<file path="config.mk">
export PLATFORM = sky130hd
export DESIGN_NAME = btb_predict_sa
export DESIGN_NICKNAME = d
export VERILOG_FILES = /design/src/rtl/btb_predict_sa.sv
export SDC_FILE = /design/constraint.sdc
export NUM_CORES = 2
export LEC_CHECK = 0
export CAP_MARGIN = 15
export CELL_PAD_IN_SITES_DETAIL_PLACEMENT = 0
export CELL_PAD_IN_SITES_GLOBAL_PLACEMENT = 1
export CORE_AREA = 2 2 621 623
export CTS_CLUSTER_SIZE = 8
export DETAILED_ROUTE_END_ITERATION = 8
export DIE_AREA = 0 0 623 625
export PLACE_DENSITY = 0.71
export SLEW_MARGIN = 5
export SYNTH_ARGS = -nofsm -noshare
export SYNTH_HDL_FRONTEND = slang
export SYNTH_SLANG_ARGS = --single-unit
export TNS_END_PERCENT = 1
</file>
<file path="constraint.sdc">
create_clock -name CLK -period 10.1 [get_ports CLK]
set_clock_uncertainty 0.05 [all_clocks]
set_input_delay 2.02 -clock CLK [delete_from_list [all_inputs] [get_ports CLK]]
set_output_delay 2.02 -clock CLK [all_outputs]
set_load 0.02 [all_outputs]
</file>
<file path="src/rtl/btb_predict_sa.sv">
// btb_predict_sa: set-associative branch target buffer with per-entry saturating
// direction counters, two combinational fetch lookup ports and one update port.
// After reset an init sequencer clears one set per cycle before the table goes live.
// Optional same-cycle forwarding of the update to the lookup ports: BTB_BYPASS_EN.
module btb_predict_sa #(
  parameter int unsigned PC_W    = 13,
  parameter int unsigned INDEX_W = 6,
  parameter int unsigned WAYS    = 2,
  parameter int unsigned CNT_W   = 2
) (
  input  logic             CLK,
  input  logic             RST,
  output logic             ready,
  input  logic [PC_W-1:0]  pc1,
  input  logic [PC_W-1:0]  pc2,
  output logic             hit1,
  output logic             hit2,
  output logic [PC_W-1:0]  pre_pc1,
  output logic [PC_W-1:0]  pre_pc2,
  output logic [CNT_W-1:0] state1,
  output logic [CNT_W-1:0] state2,
  input  logic             upd_en,
  input  logic [PC_W-1:0]  upd_pc,
  input  logic [PC_W-1:0]  upd_target,
  input  logic             upd_taken
);

  localparam int unsigned Sets = 2 ** INDEX_W;
  localparam int unsigned TagW = PC_W - INDEX_W;
  localparam int unsigned WayW = (WAYS > 1) ? $clog2(WAYS) : 1;

  localparam logic [CNT_W-1:0] CntWnt = CNT_W'((2 ** (CNT_W - 1)) - 1);
  localparam logic [CNT_W-1:0] CntWt  = CNT_W'(2 ** (CNT_W - 1));
  localparam logic [CNT_W-1:0] CntMax = '1;

  typedef enum logic [0:0] {StInit, StRun} state_e;

  state_e             state_q, state_d;
  logic [INDEX_W-1:0] init_idx_q, init_idx_d;
  logic               ready_q;

  // Table storage; valid bits and victim pointers are cleared by the init sequencer.
  logic               valid_q  [Sets][WAYS];
  logic [TagW-1:0]    tag_q    [Sets][WAYS];
  logic [PC_W-1:0]    target_q [Sets][WAYS];
  logic [CNT_W-1:0]   cnt_q    [Sets][WAYS];
  logic [WayW-1:0]    victim_q [Sets];

  logic               live;
  logic               init_clr;
  logic               upd_fire;
  logic [INDEX_W-1:0] upd_set;
  logic [TagW-1:0]    upd_tag;
  logic               upd_match;
  logic [WayW-1:0]    upd_match_way;
  logic               inv_found;
  logic [WayW-1:0]    inv_way;
  logic [CNT_W-1:0]   upd_cnt_cur;
  logic [CNT_W-1:0]   upd_cnt_new;
  logic               upd_write;
  logic               wr_en;
  logic [WayW-1:0]    wr_way;
  logic               vic_adv;
  logic [WayW-1:0]    vic_next;

  logic [1:0][PC_W-1:0]  lk_pc;
  logic [1:0]            lk_hit;
  logic [1:0][PC_W-1:0]  lk_pre;
  logic [1:0][CNT_W-1:0] lk_state;

  // Reset takes effect combinationally on the outputs so nothing leaks during RST.
  assign live     = ready_q & ~RST;
  assign ready    = live;
  assign init_clr = (state_q == StInit) & ~RST;
  assign upd_fire = live & upd_en;
  assign upd_set  = upd_pc[INDEX_W-1:0];
  assign upd_tag  = upd_pc[PC_W-1:INDEX_W];

  // Init sequencer next state: walk every set once, then go live.
  always_comb begin
    state_d    = state_q;
    init_idx_d = init_idx_q;
    case (state_q)
      StInit: begin
        init_idx_d = init_idx_q + INDEX_W'(1);
        if (init_idx_q == INDEX_W'(Sets - 1)) begin
          state_d = StRun;
        end
      end
      StRun:   state_d = StRun;
      default: state_d = StInit;
    endcase
  end

  // FSM state and registered ready flag.
  always_ff @(posedge CLK) begin
    if (RST) begin
      state_q    <= StInit;
      init_idx_q <= '0;
      ready_q    <= 1'b0;
    end else begin
      state_q    <= state_d;
      init_idx_q <= init_idx_d;
      ready_q    <= (state_d == StRun);
    end
  end

  // Update decode: find the matching way, the first free way and the new counter.
  always_comb begin
    upd_match     = 1'b0;
    upd_match_way = '0;
    inv_found     = 1'b0;
    inv_way       = '0;
    for (int unsigned w = 0; w < WAYS; w++) begin
      if (valid_q[upd_set][w] && (tag_q[upd_set][w] == upd_tag)) begin
        upd_match     = 1'b1;
        upd_match_way = WayW'(w);
      end
    end
    // Descending scan so the lowest-numbered invalid way wins.
    for (int w = int'(WAYS) - 1; w >= 0; w--) begin
      if (!valid_q[upd_set][w]) begin
        inv_found = 1'b1;
        inv_way   = WayW'(w);
      end
    end
    upd_cnt_cur = cnt_q[upd_set][upd_match_way];
    if (upd_match) begin
      if (upd_taken) begin
        upd_cnt_new = (upd_cnt_cur == CntMax) ? upd_cnt_cur : upd_cnt_cur + CNT_W'(1);
      end else begin
        upd_cnt_new = (upd_cnt_cur == '0) ? upd_cnt_cur : upd_cnt_cur - CNT_W'(1);
      end
    end else begin
      upd_cnt_new = CntWt;
    end
    // A not-taken miss leaves the table untouched.
    upd_write = upd_match | upd_taken;
    wr_en     = upd_fire & upd_write;
    if (upd_match) begin
      wr_way = upd_match_way;
    end else if (inv_found) begin
      wr_way = inv_way;
    end else begin
      wr_way = victim_q[upd_set];
    end
    vic_adv  = ~upd_match & ~inv_found;
    vic_next = (WAYS > 1) ? victim_q[upd_set] + WayW'(1) : '0;
  end

  // Table writes: init clears take the port while the sequencer runs.
  always_ff @(posedge CLK) begin
    if (init_clr) begin
      for (int unsigned w = 0; w < WAYS; w++) begin
        valid_q[init_idx_q][w] <= 1'b0;
      end
      victim_q[init_idx_q] <= '0;
    end else if (wr_en) begin
      valid_q[upd_set][wr_way] <= 1'b1;
      tag_q[upd_set][wr_way]   <= upd_tag;
      cnt_q[upd_set][wr_way]   <= upd_cnt_new;
      if (upd_taken) begin
        target_q[upd_set][wr_way] <= upd_target;
      end
      if (vic_adv) begin
        victim_q[upd_set] <= vic_next;
      end
    end
  end

  assign lk_pc[0] = pc1;
  assign lk_pc[1] = pc2;

  // Per-port lookup from stored state, optionally overridden by the in-flight update.
  always_comb begin
    for (int p = 0; p < 2; p++) begin
      lk_hit[p]   = 1'b0;
      lk_pre[p]   = '0;
      lk_state[p] = CntWnt;
      if (live) begin
        for (int unsigned w = 0; w < WAYS; w++) begin
          if (valid_q[lk_pc[p][INDEX_W-1:0]][w] &&
              (tag_q[lk_pc[p][INDEX_W-1:0]][w] == lk_pc[p][PC_W-1:INDEX_W])) begin
            lk_hit[p]   = cnt_q[lk_pc[p][INDEX_W-1:0]][w][CNT_W-1];
            lk_pre[p]   = cnt_q[lk_pc[p][INDEX_W-1:0]][w][CNT_W-1] ?
                          target_q[lk_pc[p][INDEX_W-1:0]][w] : '0;
            lk_state[p] = cnt_q[lk_pc[p][INDEX_W-1:0]][w];
          end
        end
`ifdef BTB_BYPASS_EN
        if (upd_en && upd_write && (lk_pc[p] == upd_pc)) begin
          lk_hit[p]   = upd_cnt_new[CNT_W-1];
          lk_pre[p]   = upd_cnt_new[CNT_W-1] ? upd_target : '0;
          lk_state[p] = upd_cnt_new;
        end
`endif
      end
    end
  end

  assign hit1    = lk_hit[0];
  assign hit2    = lk_hit[1];
  assign pre_pc1 = lk_pre[0];
  assign pre_pc2 = lk_pre[1];
  assign state1  = lk_state[0];
  assign state2  = lk_state[1];

endmodule

</file>
**Yosys cells after proc, flatten, opt, wreduce, memory -nomap -nowiden**

Memory sizes are Yosys's and may differ from the RTL's.
Cells that the tools add are included.

- Flip-flop bits (word level): 7
- Word-level logic and storage cells: 112
- RAM bits: 3008
- Output and inout port bits: 33
- Bits of input ports: 56
- Memories: 5

- Bitwise logic cells: 12
- Order comparisons: 3
- Reduce and logical (&&, ||, !) cells: 10
- Add/subtract/negate cells: 4
- Muxes and demuxes: 68
- Equal/unequal tests: 8

Memories:

| memory | words | width | read ports | clocked after memory_dff | write ports | RTL line | RTL |
|---|---|---|---|---|---|---|---|
| target_q | 64 | 26 | 2 | 0 | 1 | 45 | `logic [PC_W-1:0] target_q [Sets][WAYS];` |
| tag_q | 64 | 14 | 3 | 0 | 1 | 44 | `logic [TagW-1:0] tag_q [Sets][WAYS];` |
| cnt_q | 64 | 4 | 3 | 0 | 1 | 46 | `logic [CNT_W-1:0] cnt_q [Sets][WAYS];` |
| valid_q | 64 | 2 | 3 | 0 | 1 | 43 | `logic valid_q [Sets][WAYS];` |
| victim_q | 64 | 1 | 1 | 0 | 1 | 47 | `logic [WayW-1:0] victim_q [Sets];` |

Operators by type and width:

| operator | number |
|---|---|
| 2-to-1 mux 13 bit | 11 |
| == test 7 bit | 6 |
| 2-to-1 mux 2 bit | 17 |
| 2-to-1 mux 1 bit | 29 |
| 2-to-1 mux 26 bit | 1 |
| 2-to-1 mux 14 bit | 1 |
| demux 13 bit (select 1 bit) | 1 |
| 2-to-1 mux 6 bit | 2 |
| demux 7 bit (select 1 bit) | 1 |
| logical AND 1 bit | 7 |
| 2-to-1 mux 7 bit | 1 |
| adder 6 x 1 -> 6 bit (second input constant) | 1 |
| == test 6 bit (second input constant) | 1 |
| bitwise AND 1 bit | 5 |
| >= comparator 2 bit (second input constant) | 2 |
| 2-to-1 mux 4 bit | 1 |
| NOT 1 bit | 4 |
| NOT 1 -> 2 bit | 2 |
| adder 2 x 1 -> 2 bit (second input constant) | 1 |
| demux 2 bit (select 1 bit) | 1 |
| == test 2 bit (second input constant) | 1 |
| logical NOT 2 bit | 1 |
| < comparator 2 x 1 -> 1 bit (second input constant) | 1 |
| one-hot mux 1 bit (2 select lines) | 1 |
| 6 further kinds | 6 |

**Depth between registers and ports, before layout**

An unclocked memory read counts as a cell.

- Word-level depth: 14
- Depth in mapped cells: 21
- Gate-level depth less buffers: 11

**Worst setup path after synthesis**

No wires, ideal clock.

- Path type: input-to-reg
- Start point: in upd_pc[2]
- End point: mem cnt_q[0][0] in the netlist's numbering (data pin)
- Path slack: 1.176 ns
- Arrival time: 8.079 ns
- Library setup time: 0.795 ns
- Stages: 16
- Buffers on the path: 6
- Cell sequence: buf_2 buf_2 inv_2 buf_2 buf_1 clkbuf_1 o221ai_1 a222oi_1 nand3_1 xor2_1 nor3_1 and3_1 clkbuf_1 mux2_2 maj3_1 nor2_1

- Longest elaborated chain between the ends: 12
- Elaborated cells between the ends (all ways): 22
- Classes of those cells: 2 x add/sub; 3 x eq/ne; 10 x mux; 1 x bitwise; 3 x reduce/logical; 3 x memory

Ends and longest elaborated chain:

| what | RTL line | RTL |
|---|---|---|
| start: declaration | 23 | `input logic [PC_W-1:0] upd_pc,` |
| memory (64 x 14 bit) | -- |  |
| == test 7 bit | 115 | `if (valid_q[upd_set][w] && (tag_q[upd_set][w] == upd_tag)) begin` |
| logical AND 1 bit | 115 |  |
| 2-to-1 mux 1 bit | 115 |  |
| NOT 1 -> 2 bit (implied by the code) | 127 | `upd_cnt_cur = cnt_q[upd_set][upd_match_way];` |
| 2-to-1 mux 2 bit (implied by the code) (3 in a row) | 127 |  |
| subtractor 2 x 1 -> 2 bit (tied with other cells) | 132 | `upd_cnt_new = (upd_cnt_cur == '0) ? upd_cnt_cur : upd_cnt_cur - CNT_W'(1);` |
| 2-to-1 mux 2 bit (on tied branches) | 132, 130 |  |
| 2-to-1 mux 2 bit | 129 | `if (upd_taken) begin` |
| 2-to-1 mux 2 bit * | 128 | `if (upd_match) begin` |
| net upd_cnt_new[0] | 59 | `logic [CNT_W-1:0] upd_cnt_new;` |
| end: declaration | 46 |  |

Mark *: on every way through the listed nets, which the timed path passes. The rest lies on a longest branch. The select of a mux whose other input is x is not followed.

**Worst setup path in the final report**

- Start point: in pc1[0]
- End point: out hit1

- Longest elaborated chain between the ends: 6
- Elaborated cells between the ends (all ways): 10
- Classes of those cells: 2 x eq/ne; 3 x mux; 2 x reduce/logical; 3 x memory

Ends and longest elaborated chain:

| what | RTL line | RTL |
|---|---|---|
| start: declaration | 14 | `input logic [PC_W-1:0] pc1,` |
| memory (64 x 14 bit) | -- |  |
| == test 7 bit | 183 | `(tag_q[lk_pc[p][INDEX_W-1:0]][w] == lk_pc[p][PC_W-1:INDEX_W])) begin` |
| logical AND 1 bit | 182 | `if (valid_q[lk_pc[p][INDEX_W-1:0]][w] &&` |
| 2-to-1 mux 1 bit | 182 |  |
| 2-to-1 mux 1 bit * | 182 |  |
| 2-to-1 mux 1 bit * | 180 | `if (live) begin` |
| end: declaration | 16 | `output logic hit1,` |

Every way passes the cells marked *; elsewhere a longest branch is shown, timed or not.

==> metrics.md <==
| Metric | Value |
|---|---|
| Via count | `101400` |
| Relative slew slack | `0.1009` |
| R2R setup slack | `4.22 ns` |
| Clk slew on worst S/H paths | `0.05 ns` |
| Global placer's final weighted congestion | `1.002` |
| Ys flop type | `edfxtp_1` |
| Mapped Cells | `8265` |
| Crit-path cells | `buf_8 > nor2b_2 > buf_4 > a22oi_1 > and3_1 > or4_1 > a221oi_1 > a31oi_1 > or3_1 > nor4b_2 > buf_4 > mux2i_1 > nor2_1 > buf_4 > clkdlybuf4s50_1` |
| CTS Buf Count | `419` |
| Clk sinks | `3015` |
| Layout Cells excl Fill | `13740` |
| Die W | `623 um` |
| Sequential fraction of design power | `0.472` |
| Max incr delay on CP | `0.73 ns` |
| Die Y | `625 um` |
| Worst-Margin Slew | `1.345 ns` |
| Ys Warns | `0` |
| Crit path DAT | `7.87 ns` |
| P&R area growth vs syn | `13.43%` |
| Vias/cell | `7.378` |
| Yosys reg bits | `3015` |
| DRT iter0 DRCs | `19300` |
| First-pass GRT wire length | `832900 um` |
| Starting Density | `0.3975` |
| Drt pass-1 iters | `9` |
| Max-slew violations | `0` |
| Die area | `0.3894 sq mm` |
| DPL Wire Length | `393900 um` |
| Max Cap Viol | `0` |
| Power Internal | `22.18 mW` |
| Total power | `29.16 mW` |
| Cell Pwr Density | `168.6 mW/mm^2` |
| CP max FO | `69` |
| H-tree depth | `5` |
| Unrepaired setup endpoints after global routing | `false` |
| Post-CTS setup buffers | `0` |
| Switching share of power | `0.2392` |
| Sequential share of the synthesized area | `0.5932` |
| Core ar. | `0.3837 sq mm` |
| Root buffer cell | `clkbuf_16` |
| Dpl cell area | `0.1619 sq mm` |
| # port buffers | `88` |
| Routed WL per cell | `44.78 um` |
| Post-synth cell types | `81` |
| CTS tree | `done` |
| Syn nets | `8322` |
| CTS Hold Buffers Added | `0` |
| Total global-route track usage | `0.3099` |
| Setup TNS Final | `0 ns` |
| Vias in the first global route | `98050` |
| Final setup viols | `0` |
| Post-synthesis instance area | `0.1525 sq mm` |
| Net Sw Power | `6.973 mW` |
| Initial antenna violation count | `56` |
| Final Critical Period | `9.942 ns` |
| Post_cts resized | `0` |
| GR Overflow Total | `0` |
| Final hold vios | `0` |
| Placed insts | `13250` |
| WL final | `615300 um` |
| LEAKAGE | `54.64 nW` |
| Area occupied by multi-input gates | `0.05913 sq mm` |
| Critical path class | `in -> out` |
| Buf/Inv on CP | `5` |
| Core occupancy in the finished layout | `0.4508` |
| Critical path capture point type | `primary output` |
| Fillers | `32000` |
| Clock group share of total power | `0.433` |
| Status | `finished clean` |
| Comb power frac | `0.095` |
| Clk buf depth | `4` |
| Post-synth ARST share | `0` |
| CP Data Required Time | `8.03 ns` |
| Number of flops mapped to enable cells by yosys | `3008` |
| Worst-Skew Late Latency | `0.99 ns` |
| Io pins | `89` |
| DRC | `0` |
| Reg area | `0.09047 sq mm` |
| Worst setup SP type | `input pin` |
| Top cell family by delay on the critical path | `simple AND/OR/NAND/NOR gates` |
| FP Rows | `228` |
| Mean Syn Cell Area | `18.45 sq um` |
| VDD IR max | `0.1547 mV` |
| Fin area | `0.1730 sq mm` |
| Fmax | `100.6 MHz` |
| Critical path's slowest cell | `nor4b_2` |
| Largest net degree at the start of global routing | `129` |
| Nets | `8669` |
| Final Cycle Share | `0.9843` |
| Layout cells sized above 1 | `0.3770` |
| Most common cell on crit path | `buf_4` |
| Final ANT Viol Nets | `0` |
| Worst min path class | `reg -> reg` |
==> stage by stage <==
stage	hold slack (ns)	worst slack (ns)
2_1_floorplan	0.5675	1.176
3_3_place_gp	0.6016	0.4128
3_5_place_dp	0.6229	0.3072
4_1_cts	0.6311	0.2849
5_1_grt	0.7116	0.2112
6_report	0.6400	0.1584
==> cells in the mapped netlist, types with 57 or more instances <==
cell type	n	area, sq um
a22oi_1	206	1546
o22ai_1	212	1326
buf_4	73	548.0
a221oi_1	118	1033
mux2_2	107	1205
edfxtp_1	3008	90330
a21oi_1	122	610.6
buf_2	286	1431
nand3_1	62	310.3
mux2i_1	363	3633
clkbuf_1	313	1175
nand2_1	275	1032
buf_1	57	214.0
nor2_1	417	1565
o21ai_0	108	540.5
mux4_2	1776	40000
==> cell families (layout without fill, tap and decap cells) <==
| family | Yosys count | count (layout) | synth area share |
|---|---|---|---|
| AO/OA/AOI/OAI | 1143 | 1143 | 0.05422 |
| XOR/XNOR | 62 | 62 | 0.003561 |
| adder cells (fa/ha/maj) | 2 | 2 | 0.0001477 |
| buffers and inverters | 767 | 1157 | 0.02406 |
| flip-flops | 3015 | 3015 | 0.5932 |
| multiplexers | 2247 | 2247 | 0.2941 |
| other | 0 | 24 | 0 |
| AND/OR/NAND/NOR | 1029 | 1029 | 0.03070 |
==> cell usage in the layout (no fill, tap or decap), types with 107 or more instances in the layout <==
master     count
o22ai_1      212
a221oi_1     118
a22oi_1      206
a21oi_1      122
nor2_2       209
nor2_1       202
mux2_2       107
clkbuf_16    427
edfxtp_1    3008
mux4_2      1776
mux2i_1      363
nand2_1      273
buf_4        573
o21ai_0      107
==> area by class of cell <==
class,count,area share
inverter,17,0.0004412
clock inverter,15,0.001353
sequential,3015,0.5230
tap,5060,0.03660
antenna,24,0.0003472
timing repair buffer,676,0.03416
multi-input combinational,4483,0.3418
clock buffer,449,0.06225
==> power groups by stage <==
| stage | Clock [mW] | Sequential, mW | Combinational, mW |
|---|---|---|---|
| final | 12.6 | 13.8 | 2.77 |
| after global routing | 13.2 | 13.8 | 2.81 |
| after CTS | 12.7 | 13.8 | 2.69 |
| after detailed placement | 0 | 14.0 | 2.68 |
| after global placement | 0 | 14.0 | 2.67 |
| after floorplan | 0 | 14.0 | 1.55 |
==> worst paths after layout <==
kind / startpoint / to / depth (start not counted)
max: pc1[0] / hit1 / 15
min: ready_q$_SDFF_PP0_ / init_idx_q[1]$_SDFFE_PP0N_ / 2
max reg2reg: tag_q[11][10]$_DFFE_PP_ / target_q[17][20]$_DFFE_PP_ / 10
min reg2reg: ready_q$_SDFF_PP0_ / init_idx_q[1]$_SDFFE_PP0N_ / 2
==> registers in the layout, summed over array words and instances, names as in the netlist <==
signal / flops
victim_q: 64
valid_q: 128
cnt_q: 256
ready_q: 1
target_q: 1664
init_idx_q: 6
tag_q: 896
==> worst reg2reg max path, cell delays in order (launching register included) <==
cell       delay [ns]
edfxtp_1         0.43
a221oi_1         0.28
nor2_1           0.08
o21ai_0          0.91
nand4_1          0.35
nor3_1           0.42
o2111ai_1        0.17
or4_1            0.76
a21o_1           0.34
or3_4            0.62
nor2_2           1.13
==> routing by layer <==
layer	vias to the layer above	share of wire	GRT usage	routed length, um
met4	56	0.073	0.1851	44730
met2	9333	0.43	0.4514	266500
met1	53550	0.35	0.3985	213300
met5	-	0.00074	0	454
met3	1989	0.15	0.1112	90190
li1	36430	-	-	-
(Power assumes the default switching activity.)
